## src/rtl/nx_mesh_sequencer_if.sv

```systemverilog
// Handshake and status bundle between host-side control logic and the mesh sequencer.
interface nx_mesh_sequencer_if #(
  parameter int COLUMNS     = 3,
  parameter int COUNT_WIDTH = 16
);
  logic                   start_i;
  logic                   stop_i;
  logic                   single_step_i;
  logic [COUNT_WIDTH-1:0] cycle_limit_i;
  logic [COUNT_WIDTH-1:0] gap_i;
  logic [COLUMNS-1:0]     column_mask_i;
  logic                   mesh_idle_i;
  logic                   mesh_trigger_o;
  logic [COLUMNS-1:0]     token_grant_o;
  logic [COLUMNS-1:0]     token_release_i;
  logic                   status_active_o;
  logic                   status_idle_o;
  logic                   status_trigger_o;
  logic [COUNT_WIDTH-1:0] cycle_count_o;
  logic                   done_o;
  logic                   error_o;

  modport master (
    output start_i, stop_i, single_step_i, cycle_limit_i, gap_i, column_mask_i,
           mesh_idle_i, token_release_i,
    input  mesh_trigger_o, token_grant_o, status_active_o, status_idle_o,
           status_trigger_o, cycle_count_o, done_o, error_o
  );

  modport slave (
    input  start_i, stop_i, single_step_i, cycle_limit_i, gap_i, column_mask_i,
           mesh_idle_i, token_release_i,
    output mesh_trigger_o, token_grant_o, status_active_o, status_idle_o,
           status_trigger_o, cycle_count_o, done_o, error_o
  );
endinterface

```

## src/rtl/nx_mesh_sequencer.sv

```systemverilog
// Mesh cycle engine: trigger, per-column token grant, release collection, gap and run control.
//   state     | meaning
//   S_IDLE    | no run in progress, waiting for start_i
//   S_TRIGGER | one-cycle trigger pulse to the mesh
//   S_GRANT   | one-cycle token grant to the enabled columns
//   S_WAIT    | collecting releases until all tokens back and mesh idle
//   S_GAP     | programmable idle spacing before the next trigger
module nx_mesh_sequencer #(
  parameter int COLUMNS     = 3,
  parameter int COUNT_WIDTH = 16
) (
  input logic                clk_i,
  input logic                rst_i,
  nx_mesh_sequencer_if.slave bus
);

  typedef enum logic [2:0] {
    S_IDLE,
    S_TRIGGER,
    S_GRANT,
    S_WAIT,
    S_GAP
  } state_t;

  state_t                 state_q, state_nx;
  logic [COLUMNS-1:0]     mask_q;
  logic [COLUMNS-1:0]     pending_q;
  logic [COUNT_WIDTH-1:0] limit_q;
  logic [COUNT_WIDTH-1:0] cycle_q;
  logic [COUNT_WIDTH-1:0] gap_cnt_q;
  logic                   stop_q;
  logic                   trig_q;
  logic [COLUMNS-1:0]     grant_q;
  logic                   active_q;
  logic                   done_q;
  logic                   error_q;

  logic                   accept;
  logic                   stop_seen;
  logic                   end_run;
  logic [COLUMNS-1:0]     live_pending;
  logic                   rel_err;
  logic                   busy_start;

  assign accept       = (state_q == S_IDLE) && bus.start_i;
  assign stop_seen    = stop_q || bus.stop_i;
  assign end_run      = stop_seen || bus.single_step_i ||
                        ((limit_q != '0) && (cycle_q == limit_q));
  // Only WAIT holds outstanding tokens; any release elsewhere is unsolicited.
  assign live_pending = (state_q == S_WAIT) ? pending_q : '0;
  assign rel_err      = |(bus.token_release_i & ~live_pending);
  assign busy_start   = (state_q != S_IDLE) && bus.start_i;

  always_comb begin
    state_nx = state_q;
    case (state_q)
      S_IDLE:    if (bus.start_i) state_nx = S_TRIGGER;
      S_TRIGGER: state_nx = S_GRANT;
      S_GRANT:   state_nx = S_WAIT;
      S_WAIT: begin
        if ((pending_q == '0) && bus.mesh_idle_i) begin
          if (end_run)                state_nx = S_IDLE;
          else if (bus.gap_i != '0)   state_nx = S_GAP;
          else                        state_nx = S_TRIGGER;
        end
      end
      S_GAP: begin
        if (stop_seen)                               state_nx = S_IDLE;
        else if (gap_cnt_q == COUNT_WIDTH'(1))       state_nx = S_TRIGGER;
      end
      default:   state_nx = S_IDLE;
    endcase
  end

  always_ff @(posedge clk_i or negedge rst_i) begin
    if (!rst_i) begin
      state_q   <= S_IDLE;
      mask_q    <= '0;
      pending_q <= '0;
      limit_q   <= '0;
      cycle_q   <= '0;
      gap_cnt_q <= '0;
      stop_q    <= 1'b0;
      trig_q    <= 1'b0;
      grant_q   <= '0;
      active_q  <= 1'b0;
      done_q    <= 1'b0;
      error_q   <= 1'b0;
    end else begin
      state_q  <= state_nx;
      trig_q   <= (state_nx == S_TRIGGER);
      grant_q  <= (state_nx == S_GRANT) ? mask_q : '0;
      active_q <= (state_nx != S_IDLE);
      done_q   <= (state_q != S_IDLE) && (state_nx == S_IDLE);

      if (accept) begin
        cycle_q <= '0;
        mask_q  <= bus.column_mask_i;
        limit_q <= bus.cycle_limit_i;
        stop_q  <= 1'b0;
      end else begin
        if (state_q == S_TRIGGER)              cycle_q <= cycle_q + COUNT_WIDTH'(1);
        if ((state_q != S_IDLE) && bus.stop_i) stop_q  <= 1'b1;
      end

      if (state_q == S_GRANT)      pending_q <= mask_q;
      else if (state_q == S_WAIT)  pending_q <= pending_q & ~bus.token_release_i;
      else                         pending_q <= '0;

      if ((state_q == S_WAIT) && (state_nx == S_GAP)) gap_cnt_q <= bus.gap_i;
      else if (state_q == S_GAP)                      gap_cnt_q <= gap_cnt_q - COUNT_WIDTH'(1);

      // A new run clears the sticky flag, but a violation in the same cycle still wins.
      error_q <= (accept ? 1'b0 : error_q) | rel_err | busy_start;
    end
  end

  assign bus.mesh_trigger_o   = trig_q;
  assign bus.status_trigger_o = trig_q;
  assign bus.token_grant_o    = grant_q;
  assign bus.status_active_o  = active_q;
  assign bus.status_idle_o    = (state_q == S_IDLE) && bus.mesh_idle_i;
  assign bus.cycle_count_o    = cycle_q;
  assign bus.done_o           = done_q;
  assign bus.error_o          = error_q;

endmodule

```

## src/flat_wrapper.sv

```systemverilog
// flat-port wrapper written by rule: the top's interface ports become plain ports
module nx_mesh_sequencer_flat 
#(
  parameter int COLUMNS     = 3,
  parameter int COUNT_WIDTH = 16
)
  (clk_i, rst_i, bus_start_i, bus_stop_i, bus_single_step_i, bus_cycle_limit_i, bus_gap_i, bus_column_mask_i, bus_mesh_idle_i, bus_token_release_i, bus_mesh_trigger_o, bus_token_grant_o, bus_status_active_o, bus_status_idle_o, bus_status_trigger_o, bus_cycle_count_o, bus_done_o, bus_error_o);
  nx_mesh_sequencer_if #(.COLUMNS(COLUMNS), .COUNT_WIDTH(COUNT_WIDTH)) bus_i ();
  input logic clk_i;
  input logic rst_i;
  input wire logic [$bits(bus_i.start_i)-1:0] bus_start_i;
  input wire logic [$bits(bus_i.stop_i)-1:0] bus_stop_i;
  input wire logic [$bits(bus_i.single_step_i)-1:0] bus_single_step_i;
  input wire logic [$bits(bus_i.cycle_limit_i)-1:0] bus_cycle_limit_i;
  input wire logic [$bits(bus_i.gap_i)-1:0] bus_gap_i;
  input wire logic [$bits(bus_i.column_mask_i)-1:0] bus_column_mask_i;
  input wire logic [$bits(bus_i.mesh_idle_i)-1:0] bus_mesh_idle_i;
  input wire logic [$bits(bus_i.token_release_i)-1:0] bus_token_release_i;
  output wire logic [$bits(bus_i.mesh_trigger_o)-1:0] bus_mesh_trigger_o;
  output wire logic [$bits(bus_i.token_grant_o)-1:0] bus_token_grant_o;
  output wire logic [$bits(bus_i.status_active_o)-1:0] bus_status_active_o;
  output wire logic [$bits(bus_i.status_idle_o)-1:0] bus_status_idle_o;
  output wire logic [$bits(bus_i.status_trigger_o)-1:0] bus_status_trigger_o;
  output wire logic [$bits(bus_i.cycle_count_o)-1:0] bus_cycle_count_o;
  output wire logic [$bits(bus_i.done_o)-1:0] bus_done_o;
  output wire logic [$bits(bus_i.error_o)-1:0] bus_error_o;
  assign bus_i.start_i = bus_start_i;
  assign bus_i.stop_i = bus_stop_i;
  assign bus_i.single_step_i = bus_single_step_i;
  assign bus_i.cycle_limit_i = bus_cycle_limit_i;
  assign bus_i.gap_i = bus_gap_i;
  assign bus_i.column_mask_i = bus_column_mask_i;
  assign bus_i.mesh_idle_i = bus_mesh_idle_i;
  assign bus_i.token_release_i = bus_token_release_i;
  assign bus_mesh_trigger_o = bus_i.mesh_trigger_o;
  assign bus_token_grant_o = bus_i.token_grant_o;
  assign bus_status_active_o = bus_i.status_active_o;
  assign bus_status_idle_o = bus_i.status_idle_o;
  assign bus_status_trigger_o = bus_i.status_trigger_o;
  assign bus_cycle_count_o = bus_i.cycle_count_o;
  assign bus_done_o = bus_i.done_o;
  assign bus_error_o = bus_i.error_o;
  nx_mesh_sequencer #(.COLUMNS(COLUMNS), .COUNT_WIDTH(COUNT_WIDTH)) u_core (.clk_i(clk_i), .rst_i(rst_i), .bus(bus_i));
endmodule
```

## config.mk

```make
export PLATFORM = sky130hd
export DESIGN_NAME = nx_mesh_sequencer_flat
export DESIGN_NICKNAME = d
export VERILOG_FILES = /design/src/rtl/nx_mesh_sequencer_if.sv /design/src/rtl/nx_mesh_sequencer.sv /design/src/flat_wrapper.sv
export SDC_FILE = /design/constraint.sdc
export NUM_CORES = 1
export LEC_CHECK = 0
export CAP_MARGIN = 25
export CORE_UTILIZATION = 48
export DETAILED_ROUTE_END_ITERATION = 10
export GPL_TIMING_DRIVEN = 0
export PLACE_DENSITY = 0.76
export SYNTH_ARGS = -nofsm -noshare
export SYNTH_HDL_FRONTEND = slang
export SYNTH_SLANG_ARGS = --single-unit
```

## constraint.sdc

```tcl
create_clock -name clk_i -period 3.95 [get_ports clk_i]
set_input_delay 0.9875 -clock clk_i [delete_from_list [all_inputs] [get_ports clk_i]]
set_output_delay 0.9875 -clock clk_i [all_outputs]
set_load 0.01 [all_outputs]
```

# Word-level counts from Yosys, hierarchy flattened
# Cells that the tools add are included.
word_totals:
  regBits: 65
  word_cells: 69
classes:
  n_addsub: 2
  eq_ne: 9
  muxes: 18
  bitwise: 6
  n_reduce_logical: 22
op_table:
  columns: ["operator", "count"]
  rows:
  - ["$mux W16", 4]
  - ["$reduce_bool A16 Y1", 2]
  - ["$mux W3", 10]
  - ["$add A16 B1 Y16 const B", 1]
  - ["$eq A16 B1 Y1 const B", 1]
  - ["$eq A16 B16 Y1", 1]
  - ["$sub A16 B1 Y16 const B", 1]
  - ["$pmux W3 S5", 1]
  - ["$eq A3 B2 Y1 const B", 3]
  - ["$logic_not A3 Y1", 3]
  - ["$logic_and A1 B1 Y1", 8]
  - ["$and A3 B3 Y3", 2]
  - ["$eq A3 B1 Y1 const B", 2]
  - ["$eq A3 B3 Y1 const B", 2]
  - ["$not A3 Y3", 2]
  - ["$reduce_bool A2 Y1", 3]
  - ["$reduce_bool A3 Y1", 2]
  - ["$logic_or A1 B1 Y1", 3]
  - ["$mux W1", 3]
  - ["$reduce_or A3 Y1", 1]
  - ["$or A1 B1 Y1", 2]

# Logic depth before layout (Yosys ltp)
# Gate-level depths: netlist (run 1).
depth:
  ltp_word: 9
  mapped_depth: 7
  depth_no_buf: 7

# Worst setup path before layout (run 1)
# No wires, ideal clock.
synth_path:
  path_kind: "reg-to-reg"
  from: "register u_core.gap_cnt_q[5]"
  to: "register u_core.gap_cnt_q[12]"
  arrival_ns: 2.245
  t_required_ns: 3.823
  setup_slack_ns: 1.577
  stages_incl_launch_ff: 6
  path_buffers: 0
  cell_sequence: "dfrtp_1 > or4_4 > or4_4 > or3_4 > xnor2_1 > mux2_1"
synth_between:
  elab_chain_cells: 7
  elab_cells_between_ends: 10
  cone_classes: "add/sub: 1; eq/ne: 2; mux: 5; reduce/logical: 2"
synth_rtl:
  columns: ["item", "line", "rtl"]
  rows:
  - ["start: declaration", "nx_mesh_sequencer.sv:30", "logic [COUNT_WIDTH-1:0] gap_cnt_q;"]
  - ["start signal: assignment", "nx_mesh_sequencer.sv:110", "if ((state_q == S_WAIT) && (state_nx == S_GAP)) gap_cnt_q <= bus.gap_i;"]
  - ["start signal: assignment", "nx_mesh_sequencer.sv:111", "else if (state_q == S_GAP) gap_cnt_q <= gap_cnt_q - COUNT_WIDTH'(1);"]
  - ["$eq A16 B1 Y1", "nx_mesh_sequencer.sv:69", "else if (gap_cnt_q == COUNT_WIDTH'(1)) state_nx = S_TRIGGER;"]
  - ["$mux W3", "nx_mesh_sequencer.sv:69", null]
  - ["$mux W3", "nx_mesh_sequencer.sv:68", "if (stop_seen) state_nx = S_IDLE;"]
  - ["$pmux W3 S5", "nx_mesh_sequencer.sv:56", "case (state_q)"]
  - ["$eq A3 B3 Y1", "nx_mesh_sequencer.sv:110", null]
  - ["$logic_and A1 B1 Y1", "nx_mesh_sequencer.sv:110", null]
  - ["$mux W16 or $reduce_bool A2 Y1 (tied branches)", null, null]
# Parallel ways exist; a longest one is shown, timed or not. The select of a mux whose other input is x is not followed.
# A chain may end at the register's enable or synchronous reset.

# Worst setup path in the final report (run 1)
layout_path:
  from: "input port bus_mesh_idle_i"
  to: "output port bus_status_idle_o"
layout_between:
  elab_chain_cells: 1
layout_rtl:
  columns: ["item", "line", "rtl"]
  rows:
  - ["start: declaration", "flat_wrapper.sv:17", "input wire logic [$bits(bus_i.mesh_idle_i)-1:0] bus_mesh_idle_i;"]
  - ["$logic_and A1 B1 Y1", "nx_mesh_sequencer.sv:122", "assign bus.status_idle_o = (state_q == S_IDLE) && bus.mesh_idle_i;"]
  - ["end: declaration", "flat_wrapper.sv:22", "output wire logic [$bits(bus_i.status_idle_o)-1:0] bus_status_idle_o;"]
# Every way passes these cells.

==> results of run 1 <==
-- synth_stat cells, drive strengths merged (3+ instances only) --
cell,number
inv,3
clkbuf,6
nor3,9
buf,3
nand4,4
mux2,20
o21ai,4
nand2b,4
nand3b,4
dfrtp,65
o211ai,3
and3,3
nor2,36
nor3b,5
nor4,19
nand3,14
xnor2,11
xor2,29
ha,3
a21oi,14
nand2,22
and2,5
or3,3
-- cell type report --
type | instances | area [um^2] | area share, %
Sequential cell | 65 | 1630 | 38.6
Multi-Input combinational cell | 231 | 1550 | 36.8
Timing Repair Buffer | 68 | 678 | 16.1
Clock buffer | 12 | 145 | 3.45
Tap cell | 77 | 96.3 | 2.29
Clock inverter | 3 | 65.1 | 1.55
Buffer | 9 | 37.5 | 0.892
Inverter | 3 | 11.3 | 0.267
-- per-layer routing --
layer	vias to the layer above	wire [um]	share of wire [%]
met5	-	0	0
met4	0	118	1.6
met3	12	324	4.5
met2	64	3340	46
met1	1243	3420	47
li1	1247	-	-
-- state kept, by name, indices dropped and copies added (netlist names) --
register and cells:
u_core.bus.cycle_count_o 16, u_core.bus.done_o 1, u_core.bus.error_o 1, u_core.bus.mesh_trigger_o 1
u_core.bus.status_active_o 1, u_core.bus.token_grant_o 3, u_core.gap_cnt_q 16, u_core.limit_q 16
u_core.mask_q 3, u_core.pending_q 3, u_core.state_q 3, u_core.stop_q 1
-- worst max-delay path, stage by stage --
cell,delay [ns]
clkdlybuf4s50_1,0.48
and2_1,0.12
clkdlybuf4s50_1,0.53
-- cell families after synthesis --
| family | count (synthesis) | synth area share [%] |
|---|---|---|
| DFF | 65 | 50.4 |
| adders and majority gates | 3 | 1.16 |
| muxes | 21 | 7.29 |
| AOI/OAI and AO/OA | 30 | 5.90 |
| and+or+nand+nor | 137 | 22.8 |
| xor gates and xnor gates | 40 | 10.9 |
| buffers and inverters | 12 | 1.51 |
-- per-stage QoR --
stage	setup WS, ns	util, %	instances	power [uW]
CTS	0.856	65.6	468	2700
finish	0.852	65.6	468	2680
detailed placement	0.638	62.3	453	2080
global placement	-0.279	62.3	453	2040
floorplan	1.58	-	308	1710
global route	0.822	65.6	468	2850
-- cell usage in the layout (no fill, tap or decap), drive strengths merged, types with 2 or more instances in the layout --
cell / instances
or3: 3
and3: 3
nand3: 14
and2: 5
a21oi: 14
xnor2: 11
a211o: 2
nor3: 9
nor4: 19
nand2: 22
nand4: 4
nor2: 36
nor3b: 5
mux2: 20
o21ai: 4
clkdlybuf4s50: 67
ha: 3
and4: 2
or4: 2
clkbuf: 18
inv: 3
bufinv: 2
xor2: 29
nor2b: 2
dfrtp: 65
nand3b: 4
nand2b: 4
buf: 4
o211ai: 3
-- power by group --
part	internal, uW	total [uW]	switching (uW)
clock	369	610	241
sequential	920	1200	284
combinational	490	865	376
total	1780	2680	900
-- how the worst min path moves through the flow --
stage                     startpoint                           to  slack (ns)  cells past startpoint
global placement    u_core.mask_q[0]  u_core.bus.token_grant_o[0]        0.49                      1
detailed placement  u_core.mask_q[0]  u_core.bus.token_grant_o[0]        0.49                      1
global route        u_core.mask_q[0]  u_core.bus.token_grant_o[0]        0.54                      1
finish              u_core.mask_q[0]  u_core.bus.token_grant_o[0]        0.51                      1
floorplan           u_core.mask_q[0]  u_core.bus.token_grant_o[0]        0.47                      1
CTS                 u_core.mask_q[0]  u_core.bus.token_grant_o[0]        0.51                      1
==> summary.txt, run 1 <==
Initial antenna violation count: 0
PD cells: 636 nW/um^2
Top post-synthesis cells by area: dfrtp_1 (50%), xor2_1 (7.9%), mux2_2 (6.6%)
Filler Cell Count: 500
Die width: 84.0 um
First-pass GRT wire length: 12200 um
Max clock buf depth: 2
Mean routed wirelength per cell: 15.4 um
Detail Placement HPWL: 5250 um
Grt met3 use: 4.35%
Seq/Total Area, Yosys: 50.4%
Largest area contributor in the netlist: dfrtp_1
Ys flop type: dfrtp_1
Initial Util: 50.2%
Syn_nets: 355
CTS sink cnt: 65
Crit path max fanout: 2
Hold_ws: 0.509 ns
N_diodes: 0
Drt first pass iters: 7
Cts bufs inserted: 9
Post-synth EDFFs: 0
Design area: 4210 um^2
Hold-fix buffers at CTS: 0
DIE AREA: 7050 um^2
Seq cells post-synth: 65
CTS tree: yes
Total track usage: 22.0%
Synth top area share: 50.4%
Final setup TNS: 0 ns
Top Usage Layer GRT: met2
Reg2reg setup slack: 1.29 ns
I/O pin count: 69
Antenna-violating nets left: 0
Layout area overhead: 30.5%
Unique masters post-synth: 45
Worst reg2reg path depth: 6
Row count: 29
Placed Instance Area: 4000 um^2
Cell Area, Synth: 3230 um^2
Port Buffers: 68
Core footprint: 6420 um^2
DRT Wirelength: 7200 um
Vias per inst: 5.48
YS warnings: 0
Number of global-route vias before repair: 2502
Crit path kind: in -> out
Peak VDD IR: 0.303 mV
Outcome: complete, but fails checks
Critical Path AT: 2.11 ns
Htree depth: 3
Largest net degree at the start of global routing: 66
Final hold vios: 0
Share of cells above drive strength 1: 11.3%
Die H: 84.0 um
Transition time of the tightest slew-check pin: 0.815 ns
Worst r2r src: u_core.state_q[1]
Reg2reg end: u_core.bus.cycle_count_o[2]
Critical path endpoint category: primary output
Met2 usage: 34.2%
Critical Path RT: 2.96 ns
Worst setup SP type: input port
DRC: 4
Grt met1 use: 30.2%
Final min period: 3.10 ns
RePlAce Congestion: 0.811
Maximum clock frequency: 323 MHz
Worst skew pair latency: 0.34 ns
Endpoints failing setup: 0
GR Overflow Total: 0
Via count: 2566
Syn_area_per_cell: 10.5 um^2
RSZ-0062 raised after global routing: no
LEAKAGE: 0.00171 uW
Min-Delay Path Class: reg -> reg
MaxCap Viol Count: 0
CTS root buf: clkbuf_8
Post-CTS resize count: 0
Reg clk slew, reported paths: 0.07 ns
Drt first-iter violations: 86
Share of synthesized registers carrying an async set or reset: 100%
Cells after Synth: 308
Violated checks: DRC
CP endpoint: bus_status_idle_o
Final worst path period share: 78.4%
Worst setup startpoint: bus_mesh_idle_i
Slew Viols, Final: 0
Clk_skew: 0.00534 ns
Nets@finish: 434
Setup bufs post-CTS: 0
Slew headroom: 45.6%
No activity file was read; power rests on OpenSTA's default activity.
==> run 2, diff against run 1 <==
clock period = 3.15 ns   (was 3.95 ns; I/O delays follow)
==> results of run 2 <==
The final DEF is identical to that of run 1. Status: complete, but fails checks: DRC.
Among the figures that moved: setup slack after placement 0.638 ns -> 0.0382 ns; setup slack after layout 0.852 ns -> 0.433 ns; start point of the critical path bus_mesh_idle_i -> bus_gap_i[9]; end point of the critical path bus_status_idle_o -> u_core.gap_cnt_q[1]; register-to-register setup slack 1.29 ns -> 0.49 ns; total power 2680 uW -> 3360 uW; worst IR drop on VDD 0.303 mV -> 0.380 mV
